### config.mk
export PLATFORM = sky130hd
export DESIGN_NAME = modbus_rtu_rx
export DESIGN_NICKNAME = d
export VERILOG_FILES = /design/src/rtl/modbus_rtu_rx.sv
export SDC_FILE = /design/constraint.sdc
export NUM_CORES = 1
export LEC_CHECK = 0
export ABC_CLOCK_PERIOD_IN_PS = 3960
export CAP_MARGIN = 5
export CORE_ASPECT_RATIO = 0.9
export CORE_MARGIN = 2
export CORE_UTILIZATION = 45
export CTS_CLUSTER_DIAMETER = 60
export DETAILED_ROUTE_END_ITERATION = 8
export GPL_ROUTABILITY_DRIVEN = 0
export PLACE_DENSITY = 0.67
export SETUP_SLACK_MARGIN = 0.05
export SYNTH_ARGS = -nofsm -noshare
export SYNTH_HDL_FRONTEND = slang
export SYNTH_SLANG_ARGS = --single-unit
export TNS_END_PERCENT = 100
### constraint.sdc
create_clock -name clk -period 3.96 [get_ports clk]
set_input_delay 0.99 -clock clk [delete_from_list [all_inputs] [get_ports clk]]
set_output_delay 0.99 -clock clk [all_outputs]
set_load 0.005 [all_outputs]
### src/rtl/modbus_rtu_rx.sv
// Modbus-RTU request receiver: 8N1 UART deserialiser, silence-delimited frame buffer,
// CRC-16/MODBUS check and decode of an 8-byte read-style request.
module modbus_rtu_rx #(
    parameter int CLK_FREQ  = 50_000_000,
    parameter int BAUD      = 115200,
    parameter int TIMER_OUT = 200000
) (
    input  logic        clk,
    input  logic        rst_n,
    input  logic        uart_rx_wire,
    output logic        frame_done,
    output logic [3:0]  frame_len,
    output logic [7:0]  dev_addr,
    output logic [7:0]  func_code,
    output logic [15:0] reg_addr,
    output logic [15:0] reg_num,
    output logic [15:0] crc_rx,
    output logic        crc_ok,
    output logic        frame_err
);
    localparam int BAUD_DIV = CLK_FREQ / BAUD;
    localparam int CW       = (BAUD_DIV > 1) ? $clog2(BAUD_DIV) : 1;
    localparam int TW       = (TIMER_OUT > 1) ? $clog2(TIMER_OUT) : 1;
    localparam logic [CW-1:0] BIT_END  = CW'(BAUD_DIV - 1);
    localparam logic [CW-1:0] HALF_END = CW'(BAUD_DIV / 2 - 1);
    localparam logic [TW-1:0] TIME_END = TW'(TIMER_OUT - 1);

    typedef enum logic [1:0] {IDLE, START, DATA, STOP} rx_state_t;

    rx_state_t       state_r, state_next_s;
    logic            rx_meta_r, rx_sync_r, rx_prev_r;
    logic [CW-1:0]   baud_cnt_r;
    logic [2:0]      bit_idx_r;
    logic [7:0]      shift_r;
    logic            baud_tick_s, fall_s, start_s, rx_done_s, stop_err_s, close_s;
    logic [3:0]      count_r;
    logic [7:0]      frame_buf_r [8];
    logic [15:0]     crc_r;
    logic            err_r;
    logic [TW-1:0]   timer_r;

    // Reflected-polynomial CRC update, one byte per call.
    function automatic logic [15:0] crc16_byte(input logic [15:0] crc, input logic [7:0] data);
        logic [15:0] c;
        c = crc ^ {8'h00, data};
        for (int i = 0; i < 8; i++) begin
            c = c[0] ? ((c >> 1) ^ 16'hA001) : (c >> 1);
        end
        return c;
    endfunction

    assign fall_s  = rx_prev_r & ~rx_sync_r;
    assign start_s = (state_r == IDLE) && fall_s;
    assign close_s = (state_r == IDLE) && (count_r != 4'd0) && (timer_r == TIME_END);

    // RX state register.
    always_ff @(posedge clk) begin
        if (rst_n) begin
            state_r <= IDLE;
        end else begin
            state_r <= state_next_s;
        end
    end

    // RX next-state, bit-sampling strobe and byte result strobes.
    always_comb begin
        state_next_s = state_r;
        baud_tick_s  = 1'b0;
        rx_done_s    = 1'b0;
        stop_err_s   = 1'b0;
        case (state_r)
            IDLE: begin
                if (fall_s) begin
                    state_next_s = START;
                end else begin
                    state_next_s = IDLE;
                end
            end
            START: begin
                baud_tick_s = (baud_cnt_r == HALF_END);
                if (baud_tick_s) begin
                    state_next_s = rx_sync_r ? IDLE : DATA;
                end else begin
                    state_next_s = START;
                end
            end
            DATA: begin
                baud_tick_s = (baud_cnt_r == BIT_END);
                if (baud_tick_s && (bit_idx_r == 3'd7)) begin
                    state_next_s = STOP;
                end else begin
                    state_next_s = DATA;
                end
            end
            STOP: begin
                baud_tick_s = (baud_cnt_r == BIT_END);
                if (baud_tick_s) begin
                    state_next_s = IDLE;
                    rx_done_s    = rx_sync_r;
                    stop_err_s   = ~rx_sync_r;
                end else begin
                    state_next_s = STOP;
                end
            end
            default: begin
                state_next_s = IDLE;
            end
        endcase
    end

    // Line synchroniser, baud counter and data shift register.
    always_ff @(posedge clk) begin
        if (rst_n) begin
            rx_meta_r  <= 1'b1;
            rx_sync_r  <= 1'b1;
            rx_prev_r  <= 1'b1;
            baud_cnt_r <= '0;
            bit_idx_r  <= 3'd0;
            shift_r    <= 8'h00;
        end else begin
            rx_meta_r <= uart_rx_wire;
            rx_sync_r <= rx_meta_r;
            rx_prev_r <= rx_sync_r;
            if ((state_r == IDLE) || baud_tick_s) begin
                baud_cnt_r <= '0;
            end else begin
                baud_cnt_r <= baud_cnt_r + 1'b1;
            end
            if (state_r != DATA) begin
                bit_idx_r <= 3'd0;
            end else if (baud_tick_s) begin
                bit_idx_r <= bit_idx_r + 3'd1;
                shift_r   <= {rx_sync_r, shift_r[7:1]};
            end
        end
    end

    // Frame collection, silence timer and result publication on close.
    always_ff @(posedge clk) begin
        if (rst_n) begin
            count_r    <= 4'd0;
            crc_r      <= 16'hFFFF;
            err_r      <= 1'b0;
            timer_r    <= '0;
            for (int i = 0; i < 8; i++) frame_buf_r[i] <= 8'h00;
            frame_done <= 1'b0;
            frame_len  <= 4'd0;
            dev_addr   <= 8'h00;
            func_code  <= 8'h00;
            reg_addr   <= 16'h0000;
            reg_num    <= 16'h0000;
            crc_rx     <= 16'h0000;
            crc_ok     <= 1'b0;
            frame_err  <= 1'b0;
        end else begin
            frame_done <= close_s;
            if (close_s) begin
                frame_len <= count_r;
                dev_addr  <= frame_buf_r[0];
                func_code <= frame_buf_r[1];
                reg_addr  <= {frame_buf_r[2], frame_buf_r[3]};
                reg_num   <= {frame_buf_r[4], frame_buf_r[5]};
                crc_rx    <= {frame_buf_r[7], frame_buf_r[6]};
                crc_ok    <= (count_r == 4'd8) && (crc_r == {frame_buf_r[7], frame_buf_r[6]});
                frame_err <= (count_r != 4'd8) || err_r;
                count_r   <= 4'd0;
                crc_r     <= 16'hFFFF;
                err_r     <= 1'b0;
                timer_r   <= '0;
                // Cleared so that short frames report absent bytes as zero.
                for (int i = 0; i < 8; i++) frame_buf_r[i] <= 8'h00;
            end else begin
                if (rx_done_s) begin
                    if (count_r < 4'd8) frame_buf_r[count_r[2:0]] <= shift_r;
                    if (count_r != 4'd15) count_r <= count_r + 4'd1;
                    if (count_r < 4'd6) crc_r <= crc16_byte(crc_r, shift_r);
                end
                if (stop_err_s) err_r <= 1'b1;
                if (start_s || rx_done_s) begin
                    timer_r <= '0;
                end else if ((state_r == IDLE) && (count_r != 4'd0)) begin
                    timer_r <= timer_r + 1'b1;
                end
            end
        end
    end
endmodule

==> flow_summary.json <==
{
  "power.share.combinational": 0.014,
  "grt_setup_unrepaired": "false",
  "track_usage": 0.189,
  "rows": 46,
  "synth-edff-count": 64,
  "nNetsFinal": 895,
  "drt_iter0_drc": 470,
  "synth_top_area_cell": "dfxtp_1",
  "grt-ovfl-total": 0,
  "ctsResizeCount": 0,
  "sequentialPowerShare": 0.534,
  "vdd_drop_max_mv": 0.316,
  "hold_class": "flop to flop",
  "die_h_um": 130,
  "drive_gt1_frac": 0.0624,
  "setup_viol": 0,
  "antenna_found_initial": 0,
  "rrSetupSlack_ns": 1.02,
  "cts_max_path_buffers": 2,
  "synthFlopType": "dfxtp_1",
  "cts_hold_buf": 0,
  "cp.required_ns": 4.05,
  "path_clk_slew_ns": 0.07,
  "synth_top_cell_area_share": 0.338,
  "p_int_mw": 3.19,
  "status": "finished clean",
  "synth.most_common_cell": "nand2_1",
  "syn_area_per_cell_um2": 9.65,
  "r2r_cells": 6,
  "syn_nets": 840,
  "synth_warnings": 0,
  "dr.pass1.iters": 5,
  "fmax_mhz": 341,
  "min_from": "rx_meta_r",
  "cts-buffers-inserted": 17,
  "fillers": 1635,
  "synthCells": 829,
  "hold_slack_ns": 0.414,
  "net-switching-power_uw": 839,
  "maxSlewViolCount": 0,
  "tightest_slew_ns": 0.947,
  "cp_max_fo": 13,
  "fp.coreArea_mm2": 0.0175,
  "synth_area_leaders": "dfxtp_1 34%, edfxtp_1 24%, nand2_1 8.6%",
  "finClkSkew_ns": 0.00911,
  "finalInstanceArea_mm2": 0.00950,
  "fin_util": 0.543,
  "via_per_inst": 5.09,
  "cap_violations": 0,
  "finalHoldViolations": 0,
  "netlist_area_mm2": 0.00800,
  "timing.rr.start": "count_r[0]",
  "seq_area_frac_synth": 0.578,
  "hold_depth": 1,
  "num_vias": 5786,
  "synthArstFlopShare": 0,
  "ys_ff_latch": 199,
  "drtAntennaViolNets": 0,
  "wl_per_cell_um": 15.2,
  "clock_sinks": 199,
  "clock_latency_ns": 0.44,
  "drt-total-wl_um": 17200,
  "path_class": "flop to flop",
  "io_pins": 74,
  "worstSetupStartpointType": "flop",
  "antennaDiodeCount": 0,
  "post-dp-hpwl_um": 11500,
  "swShare": 0.208,
  "cts_root_buffer": "clkbuf_16",
  "grt_max_degree": 91,
  "tns_ns": 0,
  "end_kind": "flop",
  "cts_setup_buffers": 0,
  "drc": 0,
  "p_leak_nw": 3.08,
  "slew_headroom": 0.369,
  "p_per_area_mw_per_mm2": 424,
  "dpl_cell_area_mm2": 0.00888,
  "synth_common_cells": "184 x nand2_1, 135 x dfxtp_1, 126 x nor2_1",
  "layout_min_cycle_time_ns": 2.94,
  "clkPwrFrac": 0.451,
  "htreeDepth": 4,
  "area_delta_synth_final_pct": 18.8,
  "die_w_um": 145,
  "grt_pass1_vias": 5158,
  "cp.arrival_ns": 3.02,
  "ys_types": 47,
  "cts_tree": "done",
  "io_buffers": 73,
  "worstReg2RegEnd": "frame_buf_r[5][2]",
  "layout_worst_path_cycle_share": 0.741,
  "dieArea_mm2": 0.0189,
  "initial_utilization": 0.457,
  "grt_first_pass_wirelength_um": 27300,
  "holdPathEnd": "rx_sync_r"
}
-- flip-flops by register name (all words and copies together), names as in the netlist --
name,cells
bit_idx_r,3
baud_cnt_r,9
reg_num,16
reg_addr,16
frame_len,4
frame_done,1
timer_r,18
rx_prev_r,1
rx_sync_r,1
func_code,8
crc_rx,16
state_r,2
crc_ok,1
frame_buf_r,64
shift_r,8
rx_meta_r,1
dev_addr,8
crc_r,16
count_r,4
frame_err,1
err_r,1
-- critical path: stages, from the launching register on --
cell and delay [ns]:
dfxtp_1 0.38, inv_1 0.12, ha_1 0.17, nor3b_1 0.41, nand4bb_1 0.42, o21a_1 0.67
nand2_1 0.41
-- how the worst max path moves through the flow --
stage	from	end	depth (start not counted)
after floorplan	rst_n	frame_buf_r[0][0]	6
after global placement	count_r[0]	frame_buf_r[4][2]	6
after detailed placement	count_r[0]	frame_buf_r[4][0]	6
after CTS	count_r[0]	frame_buf_r[1][7]	6
after global routing	count_r[0]	frame_buf_r[4][0]	6
final	count_r[0]	frame_buf_r[5][2]	6
-- metal layers --
metal	GRT usage	part of all wire	routed length, um	up-vias
met5	0	0	0	-
met1	0.271	0.48	8260	2718
met2	0.287	0.46	7850	160
li1	-	-	-	2885
met4	0.0583	0.013	227	0
met3	0.0415	0.052	897	23
-- stage by stage --
| step | total power [mW] | setup WS [ns] | instances |
|---|---|---|---|
| CTS | 4.05 | 0.989 | 1137 |
| finish | 4.03 | 1.02 | 1137 |
| global placement | 2.26 | 1.08 | 1105 |
| global route | 4.15 | 0.796 | 1137 |
| floorplan | 2.24 | 1.67 | 829 |
| detailed placement | 2.26 | 1.00 | 1105 |
-- power by group through the flow --
stage	logic, mW	registers, mW	clock network [mW]
after floorplan	0.0471	2.19	0
after global placement	0.0571	2.20	0
after detailed placement	0.0590	2.20	0
after CTS	0.0588	2.15	1.84
after global routing	0.0644	2.16	1.93
final	0.0578	2.15	1.82
-- area by class of cell --
| cell class | instances | area [um2] | area share |
|---|---|---|---|
| clock buffer | 20 | 458 | 0.0482 |
| clock inverter | 12 | 164 | 0.0172 |
| inverter | 8 | 30.0 | 0.00316 |
| multi-input combinational | 578 | 3140 | 0.330 |
| sequential | 199 | 4620 | 0.487 |
| tap | 240 | 300 | 0.0316 |
| timing repair buffer | 80 | 791 | 0.0832 |
-- cells by family (layout without fill, tap and decap cells) --
group / count (synthesis) / in the layout / synth area share
xor+xnor: 64 / 64 / 0.0718
simple gates: 402 / 402 / 0.227
compound gates: 91 / 91 / 0.0624
fa+ha+maj: 8 / 8 / 0.0125
buf+inv: 52 / 120 / 0.0318
mux: 13 / 13 / 0.0163
flops: 199 / 199 / 0.578
-- placed cells by master, fill, tap and decap left out, types with 3 or more instances in the layout --
master / netlist / routed
edfxtp_1: 64 / 64
bufinv_16: 0 / 3
nand4_1: 6 / 6
nor2_1: 126 / 125
nand2_2: 4 / 4
xor2_1: 21 / 21
clkbuf_16: 0 / 18
o21ai_0: 7 / 7
inv_6: 0 / 3
dfxtp_1: 135 / 135
a31oi_1: 5 / 5
inv_1: 8 / 8
clkdlybuf4s50_1: 0 / 72
buf_4: 7 / 6
and3_1: 4 / 4
xnor2_1: 42 / 42
nand3b_1: 5 / 5
nand3_1: 20 / 20
or2_2: 3 / 3
o211ai_2: 3 / 3
nand2_1: 184 / 184
a21oi_1: 71 / 71
and2_1: 4 / 4
and4b_1: 3 / 3
nor4_1: 7 / 7
ha_1: 8 / 8
mux2i_1: 13 / 13
nor3_1: 12 / 12
nor3b_1: 3 / 3
nor4_2: 3 / 3
Note: power is estimated with default switching activity, not from simulation.
